**src/rtl/s382_phase_sequencer_pkg.sv**
```systemverilog
// Shared phase encodings, light patterns and interval selection for the s382 sequencer.
package s382_pkg;

    localparam int unsigned PH_W  = 4;
    localparam int unsigned T_W   = 8;
    localparam int unsigned LT_W  = 6;

    // Phase encodings carried on C3_Q
    localparam logic [PH_W-1:0] PH_G1  = 4'd0;
    localparam logic [PH_W-1:0] PH_Y1  = 4'd1;
    localparam logic [PH_W-1:0] PH_AR1 = 4'd2;
    localparam logic [PH_W-1:0] PH_G2  = 4'd3;
    localparam logic [PH_W-1:0] PH_Y2  = 4'd4;
    localparam logic [PH_W-1:0] PH_AR2 = 4'd5;

    // Light vectors, bit order {GRN1, YLW1, RED1, GRN2, YLW2, RED2}
    localparam logic [LT_W-1:0] LT_G1  = 6'b100_001;
    localparam logic [LT_W-1:0] LT_Y1  = 6'b010_001;
    localparam logic [LT_W-1:0] LT_AR  = 6'b001_001;
    localparam logic [LT_W-1:0] LT_G2  = 6'b001_100;
    localparam logic [LT_W-1:0] LT_Y2  = 6'b001_010;
    localparam logic [LT_W-1:0] LT_ILL = 6'b001_001;

    // Interval length in ticks for the given phase and mode inputs
    function automatic logic [T_W-1:0] interval_sel(
        input logic [PH_W-1:0] ph,
        input logic            fm,
        input logic            testl,
        input int unsigned     grn,
        input int unsigned     ylw,
        input int unsigned     ared
    );
        int unsigned     g;
        logic [T_W-1:0]  ival;
        g = grn / 2;
        if (fm == 1'b0) begin
            g = grn;
        end else if (g == 0) begin
            g = 1;
        end
        case (ph)
            PH_G1, PH_G2:   ival = T_W'(g);
            PH_Y1, PH_Y2:   ival = T_W'(ylw);
            PH_AR1, PH_AR2: ival = T_W'(ared);
            default:        ival = 8'd1;
        endcase
        if (testl == 1'b0) begin
            ival = 8'd1;
        end
        return ival;
    endfunction

    // Successor phase in the six-phase ring
    function automatic logic [PH_W-1:0] next_phase(input logic [PH_W-1:0] ph);
        return (ph == PH_AR2) ? PH_G1 : ph + 4'd1;
    endfunction

    // Moore light decode; unknown phases show all-red on both roads
    function automatic logic [LT_W-1:0] light_vec(input logic [PH_W-1:0] ph);
        logic [LT_W-1:0] lv;
        case (ph)
            PH_G1:          lv = LT_G1;
            PH_Y1:          lv = LT_Y1;
            PH_AR1, PH_AR2: lv = LT_AR;
            PH_G2:          lv = LT_G2;
            PH_Y2:          lv = LT_Y2;
            default:        lv = LT_ILL;
        endcase
        return lv;
    endfunction

endpackage

```
**src/rtl/s382_phase_sequencer_if.sv**
```systemverilog
// Control inputs and observable state of the phase sequencer.
interface s382_phase_sequencer_if;
    logic       EN;
    logic       FM;
    logic       TESTL;
    logic [3:0] C3_Q;
    logic [3:0] UC_LO;
    logic [3:0] UC_HI;
    logic       PHASE_DONE;
    logic       GRN1;
    logic       YLW1;
    logic       RED1;
    logic       GRN2;
    logic       YLW2;
    logic       RED2;

    modport master (
        output EN, FM, TESTL,
        input  C3_Q, UC_LO, UC_HI, PHASE_DONE,
        input  GRN1, YLW1, RED1, GRN2, YLW2, RED2
    );

    modport slave (
        input  EN, FM, TESTL,
        output C3_Q, UC_LO, UC_HI, PHASE_DONE,
        output GRN1, YLW1, RED1, GRN2, YLW2, RED2
    );
endinterface

```
**src/rtl/s382_phase_sequencer_bcd_timer.sv**
```systemverilog
// Two-digit interval timer: BCD low digit, binary high digit, expiry compare.
module s382_bcd_timer
    import s382_pkg::*;
(
    input  logic           CK,
    input  logic           CLR,
    input  logic           EN,
    input  logic           CLR_T,
    input  logic [T_W-1:0] I,
    output logic [3:0]     UC_LO,
    output logic [3:0]     UC_HI,
    output logic           EXPIRE
);

    logic [T_W-1:0] t_val;

    // Binary view of the timer for the expiry compare
    assign t_val  = (T_W'(UC_HI) * 8'd10) + T_W'(UC_LO);
    // Expiry uses >= so a shortened interval never underflows or wraps
    assign EXPIRE = EN & ~CLR_T & (t_val >= (I - 8'd1));

    // Digit registers: clear on fault/expiry, count on enabled ticks
    always_ff @(posedge CK or posedge CLR) begin
        if (CLR) begin
            UC_LO <= 4'd0;
            UC_HI <= 4'd0;
        end else if (CLR_T || EXPIRE) begin
            UC_LO <= 4'd0;
            UC_HI <= 4'd0;
        end else if (EN) begin
            if (UC_LO == 4'd9) begin
                UC_LO <= 4'd0;
                UC_HI <= UC_HI + 4'd1;
            end else begin
                UC_LO <= UC_LO + 4'd1;
            end
        end
    end

endmodule

```
**src/rtl/s382_phase_sequencer.sv**
```systemverilog
// Traffic-light phase sequencer: phase register, interval timer and light decode.
module s382_phase_sequencer
    import s382_pkg::*;
#(
    parameter int unsigned GRN_TIME  = 30,
    parameter int unsigned YLW_TIME  = 5,
    parameter int unsigned ARED_TIME = 2
) (
    input  logic                   CK,
    input  logic                   CLR,
    s382_phase_sequencer_if.slave  bus
);

    // Intervals above 159 would overflow the two-digit timer
    if (GRN_TIME < 2 || GRN_TIME > 159) begin : g_bad_grn
        $error("GRN_TIME out of range 2..159");
    end
    if (YLW_TIME < 1 || YLW_TIME > 159) begin : g_bad_ylw
        $error("YLW_TIME out of range 1..159");
    end
    if (ARED_TIME < 1 || ARED_TIME > 159) begin : g_bad_ared
        $error("ARED_TIME out of range 1..159");
    end

    logic [PH_W-1:0] c3_q;
    logic [PH_W-1:0] c3_d;
    logic            done_q;
    logic            done_d;
    logic            illegal;
    logic            expire;
    logic [T_W-1:0]  ival;
    logic [LT_W-1:0] lights;

    assign illegal = (c3_q > PH_AR2);
    assign ival    = interval_sel(c3_q, bus.FM, bus.TESTL, GRN_TIME, YLW_TIME, ARED_TIME);

    s382_bcd_timer u_timer (
        .CK     (CK),
        .CLR    (CLR),
        .EN     (bus.EN),
        .CLR_T  (illegal),
        .I      (ival),
        .UC_LO  (bus.UC_LO),
        .UC_HI  (bus.UC_HI),
        .EXPIRE (expire)
    );

    // Phase register and phase-done pulse flop
    always_ff @(posedge CK or posedge CLR) begin
        if (CLR) begin
            c3_q   <= PH_G1;
            done_q <= 1'b0;
        end else begin
            c3_q   <= c3_d;
            done_q <= done_d;
        end
    end

    // Next phase: recover from illegal codes, else advance on expiry
    always_comb begin
        c3_d   = c3_q;
        done_d = 1'b0;
        if (illegal) begin
            c3_d = PH_G1;
        end else if (expire) begin
            c3_d   = next_phase(c3_q);
            done_d = 1'b1;
        end
    end

    // Light decode from the registered phase
    always_comb begin
        lights = LT_ILL;
        lights = light_vec(c3_q);
    end

    assign bus.C3_Q       = c3_q;
    assign bus.PHASE_DONE = done_q;
    assign bus.GRN1       = lights[5];
    assign bus.YLW1       = lights[4];
    assign bus.RED1       = lights[3];
    assign bus.GRN2       = lights[2];
    assign bus.YLW2       = lights[1];
    assign bus.RED2       = lights[0];

endmodule
```
**src/flat_wrapper.sv**
```systemverilog
// flat-port wrapper written by rule: the top's interface ports become plain ports
module s382_phase_sequencer_flat import s382_pkg::*;
#(
    parameter int unsigned GRN_TIME  = 30,
    parameter int unsigned YLW_TIME  = 5,
    parameter int unsigned ARED_TIME = 2
)
  (CK, CLR, bus_EN, bus_FM, bus_TESTL, bus_C3_Q, bus_UC_LO, bus_UC_HI, bus_PHASE_DONE, bus_GRN1, bus_YLW1, bus_RED1, bus_GRN2, bus_YLW2, bus_RED2);
  s382_phase_sequencer_if bus_i ();
  input  logic CK;
  input  logic CLR;
  input wire logic [$bits(bus_i.EN)-1:0] bus_EN;
  input wire logic [$bits(bus_i.FM)-1:0] bus_FM;
  input wire logic [$bits(bus_i.TESTL)-1:0] bus_TESTL;
  output wire logic [$bits(bus_i.C3_Q)-1:0] bus_C3_Q;
  output wire logic [$bits(bus_i.UC_LO)-1:0] bus_UC_LO;
  output wire logic [$bits(bus_i.UC_HI)-1:0] bus_UC_HI;
  output wire logic [$bits(bus_i.PHASE_DONE)-1:0] bus_PHASE_DONE;
  output wire logic [$bits(bus_i.GRN1)-1:0] bus_GRN1;
  output wire logic [$bits(bus_i.YLW1)-1:0] bus_YLW1;
  output wire logic [$bits(bus_i.RED1)-1:0] bus_RED1;
  output wire logic [$bits(bus_i.GRN2)-1:0] bus_GRN2;
  output wire logic [$bits(bus_i.YLW2)-1:0] bus_YLW2;
  output wire logic [$bits(bus_i.RED2)-1:0] bus_RED2;
  assign bus_i.EN = bus_EN;
  assign bus_i.FM = bus_FM;
  assign bus_i.TESTL = bus_TESTL;
  assign bus_C3_Q = bus_i.C3_Q;
  assign bus_UC_LO = bus_i.UC_LO;
  assign bus_UC_HI = bus_i.UC_HI;
  assign bus_PHASE_DONE = bus_i.PHASE_DONE;
  assign bus_GRN1 = bus_i.GRN1;
  assign bus_YLW1 = bus_i.YLW1;
  assign bus_RED1 = bus_i.RED1;
  assign bus_GRN2 = bus_i.GRN2;
  assign bus_YLW2 = bus_i.YLW2;
  assign bus_RED2 = bus_i.RED2;
  s382_phase_sequencer #(.GRN_TIME(GRN_TIME), .YLW_TIME(YLW_TIME), .ARED_TIME(ARED_TIME)) u_core (.CK(CK), .CLR(CLR), .bus(bus_i));
endmodule
```
**config.mk**
```make
export PLATFORM = sky130hd
export DESIGN_NAME = s382_phase_sequencer_flat
export DESIGN_NICKNAME = d
export VERILOG_FILES = /design/src/rtl/s382_phase_sequencer_pkg.sv /design/src/rtl/s382_phase_sequencer_if.sv /design/src/rtl/s382_phase_sequencer_bcd_timer.sv /design/src/rtl/s382_phase_sequencer.sv /design/src/flat_wrapper.sv
export SDC_FILE = /design/constraint.sdc
export NUM_CORES = 1
export LEC_CHECK = 0
export CAP_MARGIN = 20
export CELL_PAD_IN_SITES_DETAIL_PLACEMENT = 0
export CELL_PAD_IN_SITES_GLOBAL_PLACEMENT = 1
export CORE_MARGIN = 2
export CORE_UTILIZATION = 33
export DETAILED_ROUTE_END_ITERATION = 7
export PLACE_DENSITY = 0.7
export SLEW_MARGIN = 20
export SYNTH_ARGS = -nofsm -noshare
export SYNTH_HDL_FRONTEND = slang
export SYNTH_SLANG_ARGS = --single-unit
```
**constraint.sdc**
```tcl
create_clock -name CK -period 3.8 [get_ports CK]
set_input_delay 0.95 -clock CK [delete_from_list [all_inputs] [get_ports CK]]
set_output_delay 0.95 -clock CK [all_outputs]
set_load 0.01 [all_outputs]
```
-- Word level (Yosys, flattened, before mapping)
Cells that the tools add are included.
- flip-flop bits (word level): 13
- multiplexer cells: 15
- $mul: 1
- reductions and logical operators: 9
- bitwise gates (word level): 3
- $add $sub $neg: 5
- $lt $le $gt $ge: 2
- equal/unequal tests: 6
- operators by type and width (kind ; number):
    2-to-1 mux 4 bit ; 9
    one-hot mux 6 bit (4 select lines) ; 1
    one-hot mux 5 bit (3 select lines) ; 1
    adder 4 x 1 -> 4 bit, second input constant ; 3
    2-to-1 mux 5 bit ; 2
    adder 8 x 4 -> 8 bit ; 1
    == test 4 x 2 -> 1 bit, second input constant ; 2
    == test 4 x 3 -> 1 bit, second input constant ; 2
    >= comparator 8 bit ; 1
    subtractor 8 x 1 -> 8 bit, second input constant ; 1
    multiplier 4 x 3 -> 7 bit, second input constant ; 1
    nonzero test 2 bit ; 3
    OR reduction 2 bit ; 3
    == test 4 x 1 -> 1 bit, second input constant ; 1
    == test 4 bit, second input constant ; 1
    > comparator 4 x 3 -> 1 bit, second input constant ; 1
    zero test 4 bit ; 1
    bitwise AND 1 bit ; 2
    2-to-1 mux 1 bit ; 2
    AND reduction 2 bit ; 1
    logical OR 1 bit ; 1
    NOT 1 bit ; 1

-- Depth between registers and ports, before layout
- word-level depth: 10
- mapped depth: 15
- gate-level depth less buffers: 14

-- Hierarchy
Synthesis repeated with hierarchy kept, for this count alone.
- cells, all modules: 171
- area total of the unflattened synthesis: 1432.6 µm²
- by module, submodules not included (module ; area an instance (µm²) ; cells each ; sequential area each (µm²) ; instances):
    s382_bcd_timer ; 1051.0 ; 128 ; 200.2 ; 1
    s382_phase_sequencer ; 381.6 ; 43 ; 125.1 ; 1

-- Worst setup path before layout
Ideal clock, no wire load.
- kind: register to register
- from: register u_core.u_timer.UC_HI[1]
- to: register u_core.c3_q[1], in the netlist u_core.bus.C3_Q[1]
- stages on the path, launching flop included: 13
- slack: 0.225 ns
- arrival time: 3.446 ns
- period minus slack after synthesis: 3.575 ns
- data required time: 3.671 ns
- path buffers: 0
- path through: dfrtp_1 > ha_1 > ha_1 > fa_1 > nand3_1 > or3_1 > a31o_2 > ha_1 > nand2_1 > a211o_1 > o21a_1 > or3_1 > mux2i_1
- longest elaborated chain between the ends: 5
- RTL lines (item ; RTL line ; RTL):
    start, declared ; s382_phase_sequencer_bcd_timer.sv:11 ; output logic [3:0] UC_HI,
    start signal, assigned ; s382_phase_sequencer_bcd_timer.sv:33 ; UC_HI <= UC_HI + 4'd1;
    multiplier 4 x 3 -> 7 bit ; s382_phase_sequencer_bcd_timer.sv:18 ; assign t_val = (T_W'(UC_HI) * 8'd10) + T_W'(UC_LO);
    adder 8 x 4 -> 8 bit ; s382_phase_sequencer_bcd_timer.sv:18 ;
    >= comparator 8 bit ; s382_phase_sequencer_bcd_timer.sv:20 ; assign EXPIRE = EN & ~CLR_T & (t_val >= (I - 8'd1));
    bitwise AND 1 bit ; s382_phase_sequencer_bcd_timer.sv:20 ;
    nonzero test 2 bit (no source line) ; - ;
    end signal, assigned ; s382_phase_sequencer.sv:51 ; c3_q <= PH_G1;
    end signal, assigned ; s382_phase_sequencer.sv:54 ; c3_q <= c3_d;
    end, declared ; s382_phase_sequencer.sv:25 ; logic [PH_W-1:0] c3_q;
No other way between the ends.
A chain may end at the register's enable or synchronous reset.

-- Worst setup path in the final report
- from: register u_core.u_timer.UC_HI[1]
- to: register u_core.u_timer.UC_HI[1]
- longest elaborated chain between the ends: 7
- elaborated cells between the ends (all ways): 12
- classes of those cells: 2 x add/sub; 1 x mul; 1 x order compare; 3 x mux; 1 x bitwise; 4 x reduce/logical
- RTL lines (item ; RTL line ; RTL):
    multiplier 4 x 3 -> 7 bit ; s382_phase_sequencer_bcd_timer.sv:18 ;
    adder 8 x 4 -> 8 bit ; s382_phase_sequencer_bcd_timer.sv:18 ;
    >= comparator 8 bit ; s382_phase_sequencer_bcd_timer.sv:20 ;
    bitwise AND 1 bit ; s382_phase_sequencer_bcd_timer.sv:20 ;
    logical OR 1 bit ; s382_phase_sequencer_bcd_timer.sv:27 ; end else if (CLR_T || EXPIRE) begin
    nonzero test 2 bit (no source line) ; - ;
    AND reduction 2 bit (no source line) ; - ;
Several ways; a longest one is shown, not always the timed one. The select of a mux whose other input is x is not followed.

==> impl_metrics.json <==
{
  "p_leak_nw": 0.752,
  "rows": 22,
  "synth.cells.most_frequent": "ha_1 (19), nand2_1 (16), dfrtp_1 (13), nand3_1 (10), nor2_1 (10)",
  "yosysTopAreaCell": "dfrtp_1",
  "setup_viol": 0,
  "num_io_pins": 24,
  "portBuffers": 23,
  "numCtsBuffers": 3,
  "area_growth_pct": 30.1,
  "initial_core_util": 0.344,
  "synthDistinctLibCells": 39,
  "syn_area_um2": 1270,
  "crit_slowest_cell": "fa_2",
  "drtAntennaViolNets": 0,
  "final_core_util": 0.447,
  "totalPowerFinal_mw": 0.334,
  "clk_path_buf_depth": 2,
  "drv_cap": 0,
  "vias": 1175,
  "cp-end-kind": "register",
  "slowest_delay_ns": 0.61,
  "ir_drop_uv": 174,
  "whs_ns": 0.662,
  "antenna_found_initial": 0,
  "grtUsageTotal": 0.154,
  "firstDrtPassIters": 4,
  "period_needed_ns": 3.65,
  "pre_cts_slack_ns": 0.0468,
  "clk_pin_slew_ns": 0.06,
  "die_w_um": 66.0,
  "drt-total-wl_um": 3020,
  "place.gp.congestion": 0.792,
  "timing.reg2reg.setup_slack_ns": 0.15,
  "grt-ovfl-total": 0,
  "core_um2": 3690,
  "critPathLaunch": "u_core.u_timer.UC_HI[1]",
  "crit_end": "u_core.u_timer.UC_HI[1]",
  "synth_top_area_frac": 0.257,
  "antenna_cells": 0,
  "syn_avg_cell_area_um2": 8.51,
  "slew_headroom": 0.658,
  "layout-drive-gt1-share": 0.0955,
  "synth_edf_count": 0,
  "slew_violations": 0,
  "worst_hold_path_type": "reg -> reg",
  "post_dp_cell_area_um2": 1580,
  "crit_fanout": 10,
  "vias_per_cell": 5.20,
  "grt_max_degree": 14,
  "worst_clock_skew_ns": 0.00292,
  "ys_seq_area_frac": 0.257,
  "power_density_nw_per_um2": 202,
  "chipHeight_um": 66.0,
  "power.internal_mw": 0.245,
  "worst-setup-path-type": "reg -> reg",
  "crit_path_cell_trace": "ha_1, ha_2, fa_2, nand3_2, or3_1, a31o_2, ha_1, nand2_1, a211o_1, o21a_2, buf_6, and4_1, o21a_1",
  "dp_hpwl_um": 2370,
  "drt-wirelength-per-cell_um": 13.3,
  "ys_top_cells_by_area": "dfrtp_1 (26%), ha_1 (19%), nand2_1 (4.7%)",
  "finalCritPeriodShare": 0.959,
  "grt_pass1_vias": 1095,
  "start_kind": "register",
  "dr.first_iter.drc_count": 36,
  "syn_inst": 149,
  "synth.most_common_cell": "ha_1",
  "critical_path.reg2reg.startpoint": "u_core.u_timer.UC_HI[1]",
  "power_frac_comb": 0.183,
  "h-tree-depth": 1,
  "arrival_ns": 3.78,
  "design_area_um2": 1650,
  "dieArea_um2": 4350,
  "tightest_slew_ns": 0.513,
  "cts-root-buf": "clkbuf_8",
  "power_frac_seq": 0.445,
  "synthFlopType": "dfrtp_1",
  "critPathRequiredTime_ns": 3.93,
  "ys_ff_latch": 13,
  "place_inst": 221,
  "nets": 205,
  "outcome": "complete, no violations",
  "drc": 0,
  "timing.rr.end": "u_core.u_timer.UC_HI[1]",
  "postCtsHoldBufs": 0,
  "crit_top_cell": "ha_1",
  "synthArstFlopShare": 1.00,
  "cts_tree": "done",
  "final_hold_viol_count": 0,
  "clock_latency_ns": 0.24,
  "finalWorstSetupSlack_ns": 0.154,
  "p_sw_mw": 0.0887,
  "p_clk_frac": 0.372,
  "p_sw_frac": 0.266,
  "grt_pass1_wl_um": 5210,
  "yosys_warnings": 0,
  "final_cells": 226,
  "fin_setup_tns_ns": 0,
  "clock.fmax_mhz": 274,
  "cts.sinks": 13,
  "r2r_cells": 13
}
## logic make-up (layout without fill, tap and decap cells)
logic type,after synthesis,after routing,share of synthesized area
other,2,3,0.00593
AOI/OAI and AO/OA,33,33,0.172
and+or+nand+nor,59,59,0.239
muxes,3,3,0.0237
buffers and inverters,11,39,0.0355
xor gates and xnor gates,7,7,0.0484
DFF,13,13,0.257
adders and majority gates,21,21,0.219
## what timing repair did
action,in CTS,in global routing
gates resized for setup,0,6
endpoints found under the hold margin,0,0
setup endpoints to repair,0,4
setup buffers,0,1
## worst min path at each step
stage,to,start,cells past startpoint
3_3_place_gp,u_core.u_timer.UC_LO[1],u_core.u_timer.UC_LO[1],2
5_1_grt,u_core.u_timer.UC_LO[1],u_core.u_timer.UC_LO[1],2
6_report,u_core.u_timer.UC_LO[1],u_core.u_timer.UC_LO[1],2
2_1_floorplan,u_core.u_timer.UC_LO[1],u_core.u_timer.UC_LO[1],2
3_5_place_dp,u_core.u_timer.UC_LO[1],u_core.u_timer.UC_LO[1],2
4_1_cts,u_core.u_timer.UC_LO[1],u_core.u_timer.UC_LO[1],2
## cells in the final DEF, fill, tap and decap left out, drive strengths merged, types with 2 or more instances in the layout
| master | Yosys | routed |
|---|---|---|
| a21boi | 2 | 2 |
| ha | 19 | 19 |
| xor2 | 2 | 2 |
| clkdlybuf4s50 | 0 | 23 |
| conb | 2 | 3 |
| o21a | 5 | 5 |
| nor3 | 3 | 3 |
| nand3 | 10 | 10 |
| nand2b | 2 | 2 |
| dfrtp | 13 | 13 |
| clkbuf | 4 | 4 |
| nor2 | 10 | 10 |
| inv | 5 | 5 |
| nor2b | 4 | 4 |
| nand2 | 16 | 16 |
| o21ai | 7 | 7 |
| a21o | 3 | 3 |
| or3 | 4 | 4 |
| buf | 1 | 6 |
| xnor2 | 5 | 5 |
| fa | 2 | 2 |
| a31oi | 3 | 3 |
| a21oi | 8 | 8 |
| mux2i | 3 | 3 |
| nand4 | 2 | 2 |
## state kept, by name (all words and copies together) (netlist names)
name / count
u_core.bus.C3_Q: 4
u_core.u_timer.UC_HI: 4
u_core.u_timer.UC_LO: 4
u_core.bus.PHASE_DONE: 1
## layer usage
layer	routed length [um]	part of all wire	vias up	GRT usage
met5	0	0	-	0
met4	44	0.015	0	0.0612
met3	86	0.029	4	0.0153
met2	1460	0.48	18	0.249
met1	1430	0.47	561	0.212
li1	-	-	592	-
## cell type report
cell class | instances | area, um2
sequential | 13 | 325
multi-input combinational | 126 | 917
fill | 389 | 2040
clock buffer | 4 | 45.0
timing repair buffer | 29 | 279
tap | 48 | 60.1
inverter | 6 | 22.5
## power by group through the flow
stage / sequential, mW / combinational [mW] / clock [mW]
floorplan: 0.150 / 0.0362 / 0
global placement: 0.151 / 0.0588 / 0
detailed placement: 0.151 / 0.0596 / 0
CTS: 0.148 / 0.0600 / 0.124
global route: 0.149 / 0.0697 / 0.131
finish: 0.148 / 0.0613 / 0.124
## critical path: cells and delay by family, from the launching register on
| family | cells | cell delay (ns) |
|---|---|---|
| simple gates | 4 | 0.69 |
| buf+inv | 1 | 0.14 |
| flops | 1 | 0.39 |
| fa+ha+maj | 4 | 1.42 |
| compound gates | 4 | 0.89 |
Power figures use the tool's default switching activity.
